[src/rtl/serializador_param_if.sv]
// Word-in / bit-out bundle for serializador_param; master is the word source, slave is the serializer.
interface serializador_param_if #(
  parameter int WIDTH = 8
);
  logic             en;
  logic [WIDTH-1:0] data_in;
  logic             valid_in;
  logic             ready_out;
  logic             data_out;
  logic             valid_out;
  logic             word_start;
  logic             idle_out;

  modport master (
    output en, data_in, valid_in,
    input  ready_out, data_out, valid_out, word_start, idle_out
  );

  modport slave (
    input  en, data_in, valid_in,
    output ready_out, data_out, valid_out, word_start, idle_out
  );
endinterface

[src/rtl/serializador_param.sv]
// Parallel-to-serial PHY tx with one-word hold; IDLE_SYMBOL fills empty boundaries. Define SERIALIZADOR_IDLE_CNT_EN for idle_count.
// Latency up to WIDTH cycles from accept to first bit; ready_out = hold empty or load edge this cycle.
module serializador_param #(
  parameter int               WIDTH       = 8,
  parameter logic [WIDTH-1:0] IDLE_SYMBOL = 8'hBC,
  parameter bit               MSB_FIRST   = 1'b1
) (
  input  logic                 clk_32f,
  input  logic                 reset,
`ifdef SERIALIZADOR_IDLE_CNT_EN
  output logic [15:0]          idle_count,
`endif
  serializador_param_if.slave  bus
);

  localparam int               CNT_W    = (WIDTH > 1) ? $clog2(WIDTH) : 1;
  localparam logic [CNT_W-1:0] CNT_LAST = CNT_W'(WIDTH - 1);

  typedef enum logic {ST_STOP, ST_RUN} state_t;

  state_t           state;
  logic [CNT_W-1:0] cnt;
  logic [WIDTH-1:0] shift_q;
  logic [WIDTH-1:0] hold_data;
  logic             hold_vld;
  logic             data_q;
  logic             valid_q;
  logic             word_start_q;
  logic             idle_q;

  logic             word_end;
  logic             load_edge;
  logic             accept;
  logic             next_is_idle;
  logic [WIDTH-1:0] next_word;

  assign word_end     = (state == ST_RUN) && (cnt == CNT_LAST);
  assign load_edge    = bus.en && ((state == ST_STOP) || word_end);
  assign bus.ready_out = ~hold_vld | load_edge;
  assign accept       = bus.valid_in & bus.ready_out;
  assign next_is_idle = ~hold_vld;
  assign next_word    = hold_vld ? hold_data : IDLE_SYMBOL;

  assign bus.data_out   = data_q;
  assign bus.valid_out  = valid_q;
  assign bus.word_start = word_start_q;
  assign bus.idle_out   = idle_q;

  always_ff @(posedge clk_32f) begin
    if (reset) begin
      state        <= ST_STOP;
      cnt          <= '0;
      shift_q      <= '0;
      hold_data    <= '0;
      hold_vld     <= 1'b0;
      data_q       <= 1'b0;
      valid_q      <= 1'b0;
      word_start_q <= 1'b0;
      idle_q       <= 1'b0;
`ifdef SERIALIZADOR_IDLE_CNT_EN
      idle_count   <= '0;
`endif
    end else begin
      // A refill on the load edge wins over the clear, so the hold never drops a word.
      if (accept) begin
        hold_data <= bus.data_in;
        hold_vld  <= 1'b1;
      end else if (load_edge) begin
        hold_vld  <= 1'b0;
      end

      if (load_edge) begin
        state        <= ST_RUN;
        cnt          <= '0;
        valid_q      <= 1'b1;
        word_start_q <= 1'b1;
        idle_q       <= next_is_idle;
        if (MSB_FIRST) begin
          data_q  <= next_word[WIDTH-1];
          shift_q <= {next_word[WIDTH-2:0], 1'b0};
        end else begin
          data_q  <= next_word[0];
          shift_q <= {1'b0, next_word[WIDTH-1:1]};
        end
`ifdef SERIALIZADOR_IDLE_CNT_EN
        if (next_is_idle && (idle_count != 16'hFFFF)) begin
          idle_count <= idle_count + 16'd1;
        end
`endif
      end else if (word_end) begin
        state        <= ST_STOP;
        cnt          <= '0;
        data_q       <= 1'b0;
        valid_q      <= 1'b0;
        word_start_q <= 1'b0;
        idle_q       <= 1'b0;
      end else if (state == ST_RUN) begin
        cnt          <= cnt + 1'b1;
        word_start_q <= 1'b0;
        if (MSB_FIRST) begin
          data_q  <= shift_q[WIDTH-1];
          shift_q <= {shift_q[WIDTH-2:0], 1'b0};
        end else begin
          data_q  <= shift_q[0];
          shift_q <= {1'b0, shift_q[WIDTH-1:1]};
        end
      end
    end
  end

endmodule

[src/flat_wrapper.sv]
// flat-port wrapper written by rule: the top's interface ports become plain ports
module serializador_param_flat 
#(
  parameter int               WIDTH       = 8,
  parameter logic [WIDTH-1:0] IDLE_SYMBOL = 8'hBC,
  parameter bit               MSB_FIRST   = 1'b1
)
  (clk_32f, reset, bus_en, bus_data_in, bus_valid_in, bus_ready_out, bus_data_out, bus_valid_out, bus_word_start, bus_idle_out);
  serializador_param_if #(.WIDTH(WIDTH)) bus_i ();
  input  logic clk_32f;
  input  logic reset;
  input wire logic [$bits(bus_i.en)-1:0] bus_en;
  input wire logic [$bits(bus_i.data_in)-1:0] bus_data_in;
  input wire logic [$bits(bus_i.valid_in)-1:0] bus_valid_in;
  output wire logic [$bits(bus_i.ready_out)-1:0] bus_ready_out;
  output wire logic [$bits(bus_i.data_out)-1:0] bus_data_out;
  output wire logic [$bits(bus_i.valid_out)-1:0] bus_valid_out;
  output wire logic [$bits(bus_i.word_start)-1:0] bus_word_start;
  output wire logic [$bits(bus_i.idle_out)-1:0] bus_idle_out;
  assign bus_i.en = bus_en;
  assign bus_i.data_in = bus_data_in;
  assign bus_i.valid_in = bus_valid_in;
  assign bus_ready_out = bus_i.ready_out;
  assign bus_data_out = bus_i.data_out;
  assign bus_valid_out = bus_i.valid_out;
  assign bus_word_start = bus_i.word_start;
  assign bus_idle_out = bus_i.idle_out;
  serializador_param #(.WIDTH(WIDTH), .IDLE_SYMBOL(IDLE_SYMBOL), .MSB_FIRST(MSB_FIRST)) u_core (.clk_32f(clk_32f), .reset(reset), .bus(bus_i));
endmodule
[config.mk]
export PLATFORM = sky130hd
export DESIGN_NAME = serializador_param_flat
export DESIGN_NICKNAME = d
export VERILOG_FILES = /design/src/rtl/serializador_param_if.sv /design/src/rtl/serializador_param.sv /design/src/flat_wrapper.sv
export SDC_FILE = /design/constraint.sdc
export NUM_CORES = 1
export LEC_CHECK = 0
export ABC_AREA = 1
export CAP_MARGIN = 25
export CORE_UTILIZATION = 31
export DETAILED_ROUTE_END_ITERATION = 10
export PLACE_DENSITY = 0.49
export REMOVE_ABC_BUFFERS = 1
export SLEW_MARGIN = 40
export SYNTH_ARGS = -nofsm -noshare
export SYNTH_HDL_FRONTEND = slang
export SYNTH_SLANG_ARGS = --single-unit
export TNS_END_PERCENT = 20
[constraint.sdc]
create_clock -name clk_32f -period 2.1 [get_ports clk_32f]
set_clock_uncertainty 0.2 [all_clocks]
set_input_delay 0.315 -clock clk_32f [delete_from_list [all_inputs] [get_ports clk_32f]]
set_output_delay 0.315 -clock clk_32f [all_outputs]
set_load 0.01 [all_outputs]
# Word level (Yosys, flattened, before mapping)
# Index checks and enable logic that the tools add are counted.
# classes
addsub	1
n_eq_ne	2
mux	15
bitwise_logic	4
reduce_logical	9
# ops
op	count
two-way mux 8 bit	4
two-way mux 1 bit	11
nonzero test 2 bit	3
adder 3 x 1 -> 3 bit (second input constant)	1
== test 3 bit (second input constant)	1
nonzero test 3 bit	1
OR reduction 3 bit	1
logical AND 1 bit	2
!= test 2 bit (second input constant)	1
NOT 1 bit	2
AND reduction 2 bit	1
bitwise AND 1 bit	1
logical OR 1 bit	1
OR 1 bit	1
# totals
ff_bits	23
in_bits	12

# Longest topological paths before layout
# Gate-level depths: netlist of the first run.
# depth
depth_word	7
depth_mapped	9
mapped_depth_nobuf	9

# Worst setup path before layout of the first run
# No wires, ideal clock.
# synth_timing
path_kind	flip-flop to output port
start	reg u_core.cnt[0]
end	out bus_ready_out
arrival_time_ns	1.213
required_time_ns	1.585
setup_slack_ns	0.372
path_stages_with_launch	8
n_path_buf	1
cell_sequence	dfxtp_1 -> ha_1 -> ha_1 -> inv_1 -> nand2_4 -> nand2_4 -> nand2_4 -> buf_6
# synth_between
elab_chain_cells	5
# synth_rtl
item	line_no	source
start, declared	serializador_param.sv:22	logic [CNT_W-1:0] cnt;
start signal, assigned	serializador_param.sv:98	cnt <= cnt + 1'b1;
== test 3 bit	serializador_param.sv:37	assign word_end = (state == ST_RUN) && (cnt == CNT_LAST);
logical AND 1 bit	serializador_param.sv:37	
logical OR 1 bit	serializador_param.sv:38	assign load_edge = bus.en && ((state == ST_STOP) || word_end);
logical AND 1 bit	serializador_param.sv:38	
OR 1 bit	serializador_param.sv:39	assign bus.ready_out = ~hold_vld | load_edge;
end, declared	flat_wrapper.sv:15	output wire logic [$bits(bus_i.ready_out)-1:0] bus_ready_out;
# Every way passes these cells.

# Worst setup path in the final report of the first run
# Same ends and word-level chain as after synthesis.

==> impl_results.html, run 1 <==
<table>
<tr><th>Metric</th><th>Value</th></tr>
<tr><th colspan="2">Global route</th></tr>
<tr><td>Global-route wire length before repair</td><td>3410 microns</td></tr>
<tr><td>Number of global-route vias before repair</td><td>800</td></tr>
<tr><td>Met2 usage</td><td>0.198</td></tr>
<tr><td>Initial antenna violation count</td><td>0</td></tr>
<tr><td>Total global-route track usage</td><td>0.128</td></tr>
<tr><td>Most utilized layer in the global route result</td><td>met2</td></tr>
<tr><td>Total congestion overflow</td><td>0</td></tr>
<tr><td>Largest net degree at the start of global routing</td><td>18</td></tr>
<tr><td>GRT met3 Usage</td><td>0.0238</td></tr>
<tr><td>Met1 layer usage reported by global route</td><td>0.167</td></tr>
<tr><th colspan="2">Placement</th></tr>
<tr><td>Pre-CTS WS</td><td>0.0812 ns</td></tr>
<tr><td>IO Port Bufs</td><td>16</td></tr>
<tr><td>HPWL reported at the end of detailed placement</td><td>1540 microns</td></tr>
<tr><td>Placed cell areas</td><td>1270 sq um</td></tr>
<tr><td>RD Place Congestion</td><td>0.758</td></tr>
<tr><th colspan="2">Synth</th></tr>
<tr><td>Number of library cell types mapped by synthesis</td><td>15</td></tr>
<tr><td>Leading register cell type out of synthesis</td><td>dfxtp_1</td></tr>
<tr><td>Synth cell count leaders</td><td>nand2_1 (33), dfxtp_1 (23), inv_1 (22)</td></tr>
<tr><td>Yosys warning total</td><td>0</td></tr>
<tr><td>FF+latch count, synth</td><td>23</td></tr>
<tr><td>Yosys top cell area share</td><td>0.441</td></tr>
<tr><td>Fraction of registers with async set/reset</td><td>0</td></tr>
<tr><td>Most instantiated library cell after synthesis</td><td>nand2_1</td></tr>
<tr><td>Leading post-synthesis cells by cell area</td><td>dfxtp_1 (44%), nand2_1 (12%), nand3_1 (8.2%)</td></tr>
<tr><td>Portion of the post-synthesis area used by sequential elements</td><td>0.441</td></tr>
<tr><td>Number of instances in the synthesized netlist</td><td>148</td></tr>
<tr><td>Post-synthesis instance area</td><td>1040 sq um</td></tr>
<tr><td>Avg Inst Size Synth</td><td>7.05 sq um</td></tr>
<tr><td>Post-synthesis cell type with the largest combined area</td><td>dfxtp_1</td></tr>
<tr><td>Number of synthesized flops with an enable pin</td><td>0</td></tr>
<tr><th colspan="2">Cells and area</th></tr>
<tr><td>Number of filler instances in the final layout</td><td>351</td></tr>
<tr><td>Summed area of non-filler cells in the final layout</td><td>1320 sq um</td></tr>
<tr><td>Final nets</td><td>185</td></tr>
<tr><td>Layout Area Growth over Synthesis</td><td>26.1%</td></tr>
<tr><td>Number of diodes added for antenna fixing</td><td>0</td></tr>
<tr><td>Fraction of layout cells with a size suffix above 1</td><td>0.106</td></tr>
<tr><th colspan="2">Pwr</th></tr>
<tr><td>Power per Cell Area</td><td>634 nW/um^2</td></tr>
<tr><td>Worst voltage drop across the vdd grid</td><td>221 uV</td></tr>
<tr><td>Static power due to leakage</td><td>0.648 nW</td></tr>
<tr><td>Pwr Total</td><td>0.834 mW</td></tr>
<tr><th colspan="2">Routing</th></tr>
<tr><td>Post-route antenna net violation count</td><td>0</td></tr>
<tr><td>Detailed-route wire length per cell</td><td>9.78 microns</td></tr>
<tr><td>Drt first pass iters</td><td>4</td></tr>
<tr><td>Number of vias per cell</td><td>4.40</td></tr>
<tr><td>Total Wirelength</td><td>2090 microns</td></tr>
<tr><td>Total DRC errors in the routed layout</td><td>0</td></tr>
<tr><td>Via count</td><td>942</td></tr>
<tr><td>Initial DRC count</td><td>22</td></tr>
<tr><th colspan="2">STA</th></tr>
<tr><td>Period utilisation layout</td><td>0.913</td></tr>
<tr><td>Normalized max-slew margin</td><td>0.669</td></tr>
<tr><td>Setup-failing EPs final</td><td>0</td></tr>
<tr><td>Final setup TNS</td><td>0 ns</td></tr>
<tr><td>Max-slew violation count</td><td>0</td></tr>
<tr><td>Max frequency</td><td>521 MHz</td></tr>
<tr><td>Setup slack of the critical path after layout</td><td>0.182 ns</td></tr>
<tr><td>Min cycle time layout</td><td>1.92 ns</td></tr>
<tr><td>Actual transition at the worst max-transition pin</td><td>0.495 ns</td></tr>
<tr><td>Final Hold Viols</td><td>0</td></tr>
<tr><td>Setup repair after global routing missed its margin</td><td>false</td></tr>
<tr><th colspan="2">Die</th></tr>
<tr><td>Number of standard-cell rows in the floorplan</td><td>20</td></tr>
<tr><td>Die Span Y</td><td>60.0 microns</td></tr>
<tr><td>Core footprint</td><td>3130 sq um</td></tr>
<tr><td>Effective utilization at floorplan</td><td>0.334</td></tr>
<tr><td>Die Wd</td><td>60.0 microns</td></tr>
<tr><td># IOs</td><td>17</td></tr>
<tr><td>Die area</td><td>3600 sq um</td></tr>
<tr><th colspan="2">Hold path</th></tr>
<tr><td>Tightest Hold Check Type</td><td>register to register</td></tr>
<tr><th colspan="2">Clock network</th></tr>
<tr><td>TritonCTS clock tree</td><td>yes</td></tr>
<tr><td>Number of levels the H-tree was split into</td><td>1</td></tr>
<tr><td>Inserted Clock Buffers</td><td>3</td></tr>
<tr><td>Latest clock arrival within the worst-skew pair</td><td>0.31 ns</td></tr>
<tr><td>Max clock buf depth</td><td>2</td></tr>
<tr><td>Clock sink count</td><td>23</td></tr>
<tr><td>Clock Root Buffer</td><td>clkbuf_4</td></tr>
<tr><td>Clock-pin transition on the worst setup and hold timing paths</td><td>0.12 ns</td></tr>
<tr><th colspan="2">Worst setup path</th></tr>
<tr><td>Type of destination of the critical path</td><td>output port</td></tr>
<tr><td>Critical-path maximum fanout</td><td>2</td></tr>
<tr><td>Data arrival time of the worst path</td><td>1.40 ns</td></tr>
<tr><td>Setup crit start kind</td><td>register</td></tr>
<tr><td>Path type of the worst setup path</td><td>register to output port</td></tr>
<tr><td>Required time at the worst-slack endpoint</td><td>1.58 ns</td></tr>
<tr><th colspan="2">Run</th></tr>
<tr><td>Max Cap Viol</td><td>0</td></tr>
<tr><th colspan="2">Outcome</th></tr>
<tr><td>Outcome</td><td>finished clean</td></tr>
</table>
-- critical path: stages, from the launching register on --
cell and delay (ns):
dfxtp_2 0.34, ha_1 0.22, ha_4 0.18, inv_2 0.06, nand2_4 0.05, nand2_4 0.08, nand2_4 0.05, clkbuf_2 0.13
-- report_power, final --
part           total (mW)  switching (mW)  leakage (nW)  internal [mW]
Sequential          0.484          0.0191         0.190          0.465
Clock               0.203           0.132        0.0177         0.0711
Combinational       0.147          0.0764         0.440         0.0705
Total               0.834           0.227         0.648          0.607
-- timing repair --
item / CTS / global route
hold endpoints to repair: 0 / 0
endpoints found under the setup margin: 1 / 1
gates resized for setup: 4 / 3
buffers inserted: 1 / 0
hold buffers: 0 / 0
-- final cells by class --
| cell class | instances | area, sq um | area share |
|---|---|---|---|
| clock buffers | 3 | 22.5 | 0.0171 |
| clock inverters | 1 | 5.00 | 0.00380 |
| inverters | 22 | 82.6 | 0.0627 |
| multi-input cells | 99 | 489 | 0.372 |
| flip-flops and latches | 23 | 462 | 0.351 |
| well taps | 44 | 55.1 | 0.0418 |
| repair buffers | 22 | 200 | 0.152 |
-- metrics by stage --
step,hold WS (ns),util,std cells
final,0.273,0.421,214
after global routing,0.288,0.421,214
after CTS,0.276,0.419,214
after detailed placement,0.258,0.407,209
after global placement,0.252,0.407,209
after floorplan,0.184,-,144
-- registers in the layout (all words and copies together) (netlist names) --
name	cells
u_core.bus.data_out	1
u_core.bus.idle_out	1
u_core.bus.word_start	1
u_core.cnt	3
u_core.hold_data	8
u_core.hold_vld	1
u_core.shift_q	7
u_core.state	1
-- metal layers --
metal	vias up	share of wire	routed length [microns]
met3	2	0.042	88
met4	0	0.0091	19
met5	-	0	0
met2	17	0.45	947
li1	512	-	-
met1	411	0.50	1040
-- cells by family after synthesis --
logic type,Yosys count,share of synthesized area
AND/OR/NAND/NOR,75,0.324
buffers and inverters,26,0.102
flip-flops,23,0.441
AO/OA/AOI/OAI,21,0.101
adder cells (fa/ha/maj),2,0.0240
XOR/XNOR,1,0.00839
-- worst paths after layout --
path                         start                     to  slack, ns  depth (start not counted)
max                  u_core.cnt[0]          bus_ready_out       0.18                          7
min          u_core.bus.word_start  u_core.bus.word_start       0.27                          2
max reg2reg          u_core.cnt[0]    u_core.hold_data[0]       0.44                          9
min reg2reg  u_core.bus.word_start  u_core.bus.word_start       0.27                          2
-- layout by cell type, fill, tap and decap left out, types with 2 or more instances in the layout --
cell type	count
clkbuf_4	3
nand4_1	2
nor2_1	19
a21oi_1	15
inv_1	21
nand2_1	33
nand2_4	3
dfxtp_1	22
clkdlybuf4s50_1	15
buf_4	6
nand3_1	17
o21ai_0	6
No activity file was read; power rests on OpenSTA's default activity.
==> run 2: changes to the inputs <==
--- a/config.mk
+++ b/config.mk
@@ -6,7 +6,6 @@
 export NUM_CORES = 1
 export LEC_CHECK = 0
 export ABC_AREA = 1
-export CAP_MARGIN = 25
 export CORE_UTILIZATION = 31
 export DETAILED_ROUTE_END_ITERATION = 10
 export PLACE_DENSITY = 0.49
==> results of run 2 <==
The final DEF is identical to that of run 1; final timing and power are the same.
